--- src/rtl/i2c_sensor_slave.sv ---
// i2c_sensor_slave
//   I2C slave emulating the aquarium temperature sensor. 7-bit addressing,
//   2-bit register pointer with auto-increment (wraps 3->0), repeated START.
//   Register map:
//     0x00 temperature MSB (shadow snapshot, RO)
//     0x01 temperature LSB (shadow snapshot, RO)
//     0x02 CONFIG (RW)
//     0x03 device ID (RO)
//
// Ports
//   clk         system clock, at least 8x SCL
//   rst         synchronous reset, active-high
//   scl_i       SCL pin level (asynchronous)
//   sda_i       SDA pin level (asynchronous)
//   sda_oe      1 = pull SDA low, 0 = release (open drain)
//   temp_in     live 16-bit temperature sample
//   cfg_out     CONFIG register contents
//   cfg_wr_stb  one-clk pulse when CONFIG is written
//   busy        high from START until STOP
module i2c_sensor_slave #(
  parameter logic [6:0] SLAVE_ADDR = 7'h48,
  parameter logic [7:0] DEV_ID     = 8'hA5,
  parameter logic [7:0] CFG_RESET  = 8'h00
) (
  input  logic        clk,
  input  logic        rst,
  input  logic        scl_i,
  input  logic        sda_i,
  output logic        sda_oe,
  input  logic [15:0] temp_in,
  output logic [7:0]  cfg_out,
  output logic        cfg_wr_stb,
  output logic        busy
);

  typedef enum logic [3:0] {
    S_IDLE,
    S_ADDR,
    S_ADDR_ACK,
    S_PTR,
    S_PTR_ACK,
    S_WDATA,
    S_WDATA_ACK,
    S_RDATA,
    S_RACK
  } state_t;

  // Register read mux; temperature comes from the shadow so MSB/LSB belong
  // to the same sample.
  function automatic logic [7:0] reg_rd(input logic [1:0]  p,
                                        input logic [15:0] shd,
                                        input logic [7:0]  cfg);
    logic [7:0] r;
    case (p)
      2'd0:    r = shd[15:8];
      2'd1:    r = shd[7:0];
      2'd2:    r = cfg;
      default: r = DEV_ID;
    endcase
    return r;
  endfunction

  // ---- stage: pin synchronisers + edge history ----
  logic scl_s1_q, scl_s2_q, scl_h_q;
  logic sda_s1_q, sda_s2_q, sda_h_q;

  always_ff @(posedge clk) begin
    if (rst) begin
      scl_s1_q <= 1'b1;
      scl_s2_q <= 1'b1;
      scl_h_q  <= 1'b1;
      sda_s1_q <= 1'b1;
      sda_s2_q <= 1'b1;
      sda_h_q  <= 1'b1;
    end else begin
      scl_s1_q <= scl_i;
      scl_s2_q <= scl_s1_q;
      scl_h_q  <= scl_s2_q;
      sda_s1_q <= sda_i;
      sda_s2_q <= sda_s1_q;
      sda_h_q  <= sda_s2_q;
    end
  end

  logic scl_rise, scl_fall, start_ev, stop_ev;

  assign scl_rise = scl_s2_q & ~scl_h_q;
  assign scl_fall = ~scl_s2_q & scl_h_q;
  // SCL must be high in both the current and previous sample so an SDA
  // change that races an SCL edge is never mistaken for START/STOP.
  assign start_ev = scl_s2_q & scl_h_q & sda_h_q & ~sda_s2_q;
  assign stop_ev  = scl_s2_q & scl_h_q & ~sda_h_q & sda_s2_q;

  // ---- stage: protocol state ----
  state_t      state_q, state_d;
  logic [2:0]  bitcnt_q, bitcnt_d;
  logic [6:0]  rx_sr_q, rx_sr_d;
  logic [7:0]  tx_sr_q, tx_sr_d;
  logic [1:0]  ptr_q, ptr_d;
  logic        rw_q, rw_d;
  logic        ack_q, ack_d;
  logic [15:0] shadow_q, shadow_d;
  logic [7:0]  cfg_q, cfg_d;
  logic        stb_q, stb_d;
  logic        oe_q, oe_d;
  logic        busy_q, busy_d;

  logic [7:0]  rx_byte;
  logic        last_bit;

  // Byte as it stands including the bit being sampled on this SCL rise.
  assign rx_byte  = {rx_sr_q, sda_s2_q};
  assign last_bit = (bitcnt_q == 3'd7);

  always_ff @(posedge clk) begin
    if (rst) begin
      state_q  <= S_IDLE;
      bitcnt_q <= 3'd0;
      ptr_q    <= 2'd0;
      rw_q     <= 1'b0;
      ack_q    <= 1'b0;
      cfg_q    <= CFG_RESET;
      stb_q    <= 1'b0;
      oe_q     <= 1'b0;
      busy_q   <= 1'b0;
    end else begin
      state_q  <= state_d;
      bitcnt_q <= bitcnt_d;
      ptr_q    <= ptr_d;
      rw_q     <= rw_d;
      ack_q    <= ack_d;
      cfg_q    <= cfg_d;
      stb_q    <= stb_d;
      oe_q     <= oe_d;
      busy_q   <= busy_d;
    end
  end

  always_ff @(posedge clk) begin
    rx_sr_q  <= rx_sr_d;
    tx_sr_q  <= tx_sr_d;
    shadow_q <= shadow_d;
  end

  always_comb begin
    state_d  = state_q;
    bitcnt_d = bitcnt_q;
    rx_sr_d  = rx_sr_q;
    tx_sr_d  = tx_sr_q;
    ptr_d    = ptr_q;
    rw_d     = rw_q;
    ack_d    = ack_q;
    shadow_d = shadow_q;
    cfg_d    = cfg_q;
    stb_d    = 1'b0;
    oe_d     = oe_q;
    busy_d   = busy_q;

    if (start_ev) begin
      // Also serves as repeated START from any point in a transfer.
      state_d  = S_ADDR;
      bitcnt_d = 3'd0;
      ack_d    = 1'b0;
      oe_d     = 1'b0;
      busy_d   = 1'b1;
    end else if (stop_ev) begin
      state_d = S_IDLE;
      ack_d   = 1'b0;
      oe_d    = 1'b0;
      busy_d  = 1'b0;
    end else begin
      case (state_q)
        S_IDLE: begin
        end

        S_ADDR: begin
          if (scl_rise) begin
            rx_sr_d  = rx_byte[6:0];
            bitcnt_d = bitcnt_q + 3'd1;
            if (last_bit) begin
              if (rx_byte[7:1] == SLAVE_ADDR) begin
                rw_d    = rx_byte[0];
                ack_d   = 1'b0;
                state_d = S_ADDR_ACK;
                if (rx_byte[0]) shadow_d = temp_in;
              end else begin
                state_d = S_IDLE;
              end
            end
          end
        end

        S_PTR: begin
          if (scl_rise) begin
            rx_sr_d  = rx_byte[6:0];
            bitcnt_d = bitcnt_q + 3'd1;
            if (last_bit) begin
              ptr_d   = rx_byte[1:0];
              ack_d   = 1'b0;
              state_d = S_PTR_ACK;
            end
          end
        end

        S_WDATA: begin
          if (scl_rise) begin
            rx_sr_d  = rx_byte[6:0];
            bitcnt_d = bitcnt_q + 3'd1;
            if (last_bit) begin
              // Read-only targets still ACK and advance the pointer.
              if (ptr_q == 2'd2) begin
                cfg_d = rx_byte;
                stb_d = 1'b1;
              end
              ptr_d   = ptr_q + 2'd1;
              ack_d   = 1'b0;
              state_d = S_WDATA_ACK;
            end
          end
        end

        // First SCL fall after the 8th bit: drive ACK. Second fall: release
        // (or present the first read bit) and move on.
        S_ADDR_ACK, S_PTR_ACK, S_WDATA_ACK: begin
          if (scl_fall) begin
            if (!ack_q) begin
              oe_d  = 1'b1;
              ack_d = 1'b1;
            end else begin
              ack_d    = 1'b0;
              oe_d     = 1'b0;
              bitcnt_d = 3'd0;
              if (state_q == S_ADDR_ACK && rw_q) begin
                tx_sr_d = reg_rd(ptr_q, shadow_q, cfg_q);
                oe_d    = ~tx_sr_d[7];
                state_d = S_RDATA;
              end else if (state_q == S_ADDR_ACK) begin
                state_d = S_PTR;
              end else begin
                state_d = S_WDATA;
              end
            end
          end
        end

        S_RDATA: begin
          if (scl_rise) begin
            bitcnt_d = bitcnt_q + 3'd1;
            if (last_bit) begin
              ack_d   = 1'b0;
              state_d = S_RACK;
            end
          end else if (scl_fall) begin
            tx_sr_d = {tx_sr_q[6:0], 1'b0};
            oe_d    = ~tx_sr_q[6];
          end
        end

        // ack_q=0: releasing after bit 8, then sampling the master's bit.
        // ack_q=1: master ACKed, present next byte on the 9th fall.
        S_RACK: begin
          if (scl_fall && !ack_q) begin
            oe_d = 1'b0;
          end else if (scl_rise) begin
            if (sda_s2_q) begin
              state_d = S_IDLE;
              oe_d    = 1'b0;
            end else begin
              ack_d = 1'b1;
              ptr_d = ptr_q + 2'd1;
            end
          end else if (scl_fall && ack_q) begin
            ack_d    = 1'b0;
            bitcnt_d = 3'd0;
            tx_sr_d  = reg_rd(ptr_q, shadow_q, cfg_q);
            oe_d     = ~tx_sr_d[7];
            state_d  = S_RDATA;
          end
        end

        default: begin
          state_d = S_IDLE;
          oe_d    = 1'b0;
        end
      endcase
    end
  end

  assign sda_oe     = oe_q;
  assign cfg_out    = cfg_q;
  assign cfg_wr_stb = stb_q;
  assign busy       = busy_q;

endmodule

--- config.mk ---
export PLATFORM = sky130hd
export DESIGN_NAME = i2c_sensor_slave
export DESIGN_NICKNAME = d
export VERILOG_FILES = /design/src/rtl/i2c_sensor_slave.sv
export SDC_FILE = /design/constraint.sdc
export NUM_CORES = 1
export LEC_CHECK = 0
export ABC_AREA = 1
export CORE_MARGIN = 2
export CORE_UTILIZATION = 55
export DETAILED_ROUTE_END_ITERATION = 6
export GPL_TIMING_DRIVEN = 0
export PLACE_DENSITY = 0.78
export SKIP_CTS_REPAIR_TIMING = 1
export SYNTH_ARGS = -nofsm -noshare
export SYNTH_HDL_FRONTEND = slang
export SYNTH_SLANG_ARGS = --single-unit
--- constraint.sdc ---
create_clock -name clk -period 3.8 [get_ports clk]
set_clock_uncertainty 0.15 [all_clocks]
set_input_delay 0.38 -clock clk [delete_from_list [all_inputs] [get_ports clk]]
set_output_delay 0.38 -clock clk [all_outputs]
set_load 0.03 [all_outputs]
==> reports/results.ini, run 1 <==
[route]
viasPerCell=5.36
drc=0
drt_wl_total_mm=6.27
vias=2321
drt_first_pass_iters=4
antenna_left=0
wl_per_cell_microns=14.5
detail_route.iter0.violations=143

[timing]
rsz0062_at_grt=false
report.final.slew_viol_count=0
fin_crit_sh=0.656
max_freq_mhz=401
finalSetupTns_ps=0
tightest_slew_ps=1060
period_needed_ps=2490
hold_violations=0
relSlewSlack=0.286
setup_viol=0

[grt]
grt_pass1_wl_mm=9.83
grt_use_total=0.245
gr-total-overflow=0
grt_pass1_vias=2143
grt_max_degree=11
grt_antenna_before_repair=0

[worst_setup_path]
cp_slowest_cell=nor4_2
arrival_ps=2380
rrSetupSlack_ps=1310
worstPathMaxFanout=9
regToRegEndpoint=shadow_q[14]$_DFFE_PP_
critical_path_required_ps=3690
critPathTopFamily=simple AND/OR/NAND/NOR gates
critPathMaxStageDelay_ps=720
crit_chain=nor3b_1, nand3_1, nor4_2, buf_4
cp_num_buf_inv=1
crit_type=flop to flop
reg2reg_depth=4
end_kind=flop
rr_startpoint=rx_sr_q[1]$_DFFE_PP_
crit_path_start_kind=flop

[die]
die_w_microns=74.5
core_area_sq_um=4750
num_io_pins=31
rows=25
initial_core_util=0.575
dieArea_sq_um=5550
die_y_microns=74.5

[clocking]
clkLatencyLatePin_ps=340
root_buffer=clkbuf_8
path_clk_slew_ps=60
cts_tree=built
htree_levels=3
cts_made_buffers=9
cts_sinks=58
cts_buffer_depth=2

[logic_synthesis]
ys_seq_area_frac=0.535
synth_nets=346
synth_cells=320
synth.avg_cell_area_sq_um=8.54
synth_area_sq_um=2730
yosys.area.top_type=edfxtp_1
ys_types=34
synth_top_area_share=0.330
synth_area_leaders=edfxtp_1, dfxtp_1, nand2_1
synthArstFlopShare=0
ys_seq_elements=58
synthFlopType=edfxtp_1
synth_edf_count=30
ys_warn_count=0

[finish]
nFillCells=388
syn_to_final_growth_pct=21.0
final_common_cell=nand2_1
layout.nets=387
antenna_cells=0
drive_above_1_share=0.117
stdcell_area_sq_um=3310
mostFrequentLayoutCells=nand2_1, nor2_1, edfxtp_1

[run_status]
outcome=finished, final reports clean

[place]
place_area_sq_um=3120
io_buffers=29
gp_congestion=0.893
hpwl_mm=4.68

[power]
leakage_uw=0.00138
power.density_nw_per_um2=555
vdd_drop_max_v=0.000352

[hold_path]
min_to=scl_s2_q$_SDFF_PP1_
hold_start=scl_s1_q$_SDFF_PP1_
hold_path_class=flop to flop
whs_path_depth=1

[flow_run]
cap_violations=0

[cell families after synthesis]
| group | Yosys count | synth area share |
|---|---|---|
| AND/OR/NAND/NOR | 164 | 0.269 |
| adder cells (fa/ha/maj) | 6 | 0.0275 |
| AO/OA/AOI/OAI | 52 | 0.109 |
| flip-flops | 58 | 0.535 |
| buffers and inverters | 40 | 0.0600 |
[worst register-to-register path, stage by stage (launching register included)]
cell and delay, ps:
edfxtp_1 440, nor3b_1 390, nand3_1 190, nor4_2 720, buf_4 320
[how the worst max path moves through the flow]
stage / from / endpoint / slack, ps / cells past startpoint
after floorplan: rx_sr_q[4]$_DFFE_PP_ / shadow_q[0]$_DFFE_PP_ / 830 / 3
after global placement: state_q[2]$_SDFFE_PP0P_ / shadow_q[6]$_DFFE_PP_ / 90 / 3
after detailed placement: rx_sr_q[1]$_DFFE_PP_ / shadow_q[14]$_DFFE_PP_ / 1320 / 4
after CTS: rx_sr_q[1]$_DFFE_PP_ / shadow_q[14]$_DFFE_PP_ / 1310 / 4
after global routing: rx_sr_q[1]$_DFFE_PP_ / shadow_q[14]$_DFFE_PP_ / 1170 / 4
final: rx_sr_q[1]$_DFFE_PP_ / shadow_q[14]$_DFFE_PP_ / 1310 / 4
[state kept, by name (all words and copies together), names as in the netlist, 2 cells and up]
| signal | count |
|---|---|
| cfg_out | 8 |
| bitcnt_q | 3 |
| state_q | 4 |
| rx_sr_q | 7 |
| ptr_q | 2 |
| tx_sr_q | 7 |
| shadow_q | 16 |
[power breakdown]
part | internal [uW] | switching, uW
Sequential | 732 | 37.2
Clock | 298 | 247
Combinational | 184 | 337
Total | 1210 | 621
[cell usage after synthesis (4+ instances only)]
master    instances
nand2_1          75
nor2_1           43
edfxtp_1         30
dfxtp_1          28
inv_1            28
o21ai_0          19
a21oi_1          18
nand3_1          18
ha_1              6
nor3_1            5
a22o_1            4
clkbuf_1          4
inv_2             4
nand4_1           4
o21ai_1           4
or2_2             4
[final cells by class]
class	instances	area, sq um	share of cell area
Buffer	7	38.8	0.0117
Clock buffer	10	128	0.0386
Sequential cell	58	1460	0.442
Multi-Input combinational cell	222	1110	0.337
Tap cell	67	83.8	0.0254
Inverter	33	125	0.0379
Timing Repair Buffer	30	298	0.0901
Clock inverter	6	57.6	0.0174
[per-layer routing]
layer,GRT usage,routed length (microns),vias to the layer above
met5,0,0,-
met4,0.111,141,0
met3,0.0691,387,14
met2,0.371,2890,81
met1,0.328,2850,1074
li1,-,-,1152
[stage by stage]
stage	worst slack, ps	instances	total power (uW)	hold WS, ps	util
finish	1310	433	1840	259	0.695
global route	1170	433	1950	272	0.695
CTS	1310	433	1840	265	0.695
detailed placement	1320	417	1300	250	0.656
global placement	94.9	416	1280	243	0.653
floorplan	832	320	1170	239	-
Power figures use the tool's default switching activity.
==> run 2, diff against run 1 <==
==> constraint.sdc (replaced) <==
create_clock -name clk -period 2.5 [get_ports clk]
set_clock_uncertainty 0.15 [all_clocks]
set_input_delay 0.25 -clock clk [delete_from_list [all_inputs] [get_ports clk]]
set_output_delay 0.25 -clock clk [all_outputs]
set_load 0.03 [all_outputs]
==> run 2 against run 1 <==
Effect of this change:
- maximum frequency grew 20%
- first-iteration DRC count is 5.6% higher
- non-clock buffer count unchanged
- final cell count unchanged
- critical path depth up 3
- critical path type unchanged
==> reports/results.ini, run 2 (synthesis results as in run 1) <==
[run_status]
outcome=finished, final reports clean

[worst_setup_path]
arrival_ps=1900
crit_type=flop to flop
end_kind=flop
rrSetupSlack_ps=420
worstPathMaxFanout=8
crit_path_start_kind=flop
critical_path_required_ps=2320

[route]
wl_per_cell_microns=14.2
drc=0
viasPerCell=5.25
antenna_left=0
detail_route.iter0.violations=151
vias=2272
drt_wl_total_mm=6.17
drt_first_pass_iters=4

[flow_run]
cap_violations=0

[die]
initial_core_util=0.575
dieArea_sq_um=5550
rows=25
num_io_pins=31
die_y_microns=74.5
core_area_sq_um=4750
die_w_microns=74.5

[finish]
multi_input_area_sq_um=1130
top_register=shadow_q
nFillCells=417
largest_register_ffs=16
stdcell_area_sq_um=3320
seqCellArea_sq_um=1460
syn_to_final_growth_pct=21.4
drive_above_1_share=0.126
mostFrequentLayoutCells=nand2_1, nor2_1, edfxtp_1
fin_util=0.698
final_common_cell=nand2_1
layout.nets=387
antenna_cells=0

[power]
switching_share=0.351
leakage_uw=0.00138
p_switching_uw=962
vdd_drop_max_v=0.000472
pwr-share-comb=0.292
p_clk_frac=0.282
p_int_uw=1780
power.total_uw=2740
power_frac_seq=0.426
power.density_nw_per_um2=826

[clocking]
cts_tree=built
path_clk_slew_ps=70
htree_levels=3
cts_buffer_depth=2
clkLatencyLatePin_ps=340
cts_sinks=58
cts_made_buffers=9
root_buffer=clkbuf_8

[place]
place_area_sq_um=3130
hpwl_mm=4.51
gp_congestion=0.891
io_buffers=29
place_ws_ps=121

[timing]
tightest_slew_ps=798
hold_violations=0
relSlewSlack=0.468
setup_viol=0
rsz0062_at_grt=false
report.final.slew_viol_count=0
max_freq_mhz=481
setup_ws_ps=419
fin_crit_sh=0.832
period_needed_ps=2080

[grt]
gr-total-overflow=0
grt_antenna_before_repair=0
grt_pass1_vias=2126
grt_use_total=0.243
grt_max_degree=17
grt_pass1_wl_mm=9.87

[hold_path]
hold_path_class=input port to flop

-- run 2: cell count changes in the layout (fill, tap and decap cells not counted), sizes merged --
cell	previous run	this run
bufinv	1	0
clkinv	6	5
clkinvlp	0	2
-- run 2: cell type report --
cell class,count,area share
flip-flops and latches,58,0.440
inverters,33,0.0377
multi-input cells,222,0.340
clock buffers,10,0.0415
repair buffers,30,0.0909
well taps,67,0.0253
plain buffers,7,0.0117
clock inverters,6,0.0128
-- run 2: through the flow --
step	hold WS [ps]	std cells	TNS [ps]
final	168	433	0
after global routing	192	433	0
after CTS	156	433	0
after detailed placement	257	417	0
after global placement	242	416	-4790
after floorplan	199	320	0
-- run 2: final timing paths --
| kind | startpoint | cells after the start | end |
|---|---|---|---|
| min | rst | 2 | ptr_q[0]$_SDFFE_PP0P_ |
| min reg2reg | scl_s1_q$_SDFF_PP1_ | 1 | scl_s2_q$_SDFF_PP1_ |
| max reg2reg | sda_s2_q$_SDFF_PP1_ | 7 | tx_sr_q[2]$_DFFE_PP_ |
| max | sda_s2_q$_SDFF_PP1_ | 7 | tx_sr_q[2]$_DFFE_PP_ |
-- run 2: metal layers --
layer,vias up,share of wire,track usage
met5,-,0,0
met4,0,0.027,0.123
met3,18,0.058,0.0650
met2,69,0.46,0.363
met1,1034,0.45,0.328
li1,1151,-,-
-- run 2: power groups by stage --
stage                     registers, uW  clock network (uW)  logic (uW)
after global routing               1180                 822         919
final                              1170                 772         801
after floorplan                    1180                   0         592
after global placement             1190                   0         763
after detailed placement           1190                   0         780
after CTS                          1170                 787         792
-- run 2: worst max-delay path: stages, from the launching register on --
cell,delay (ps)
dfxtp_1,330
inv_1,260
nor2_1,70
nand2_1,130
nand2_1,110
inv_1,110
nand4_1,110
nor3_2,450
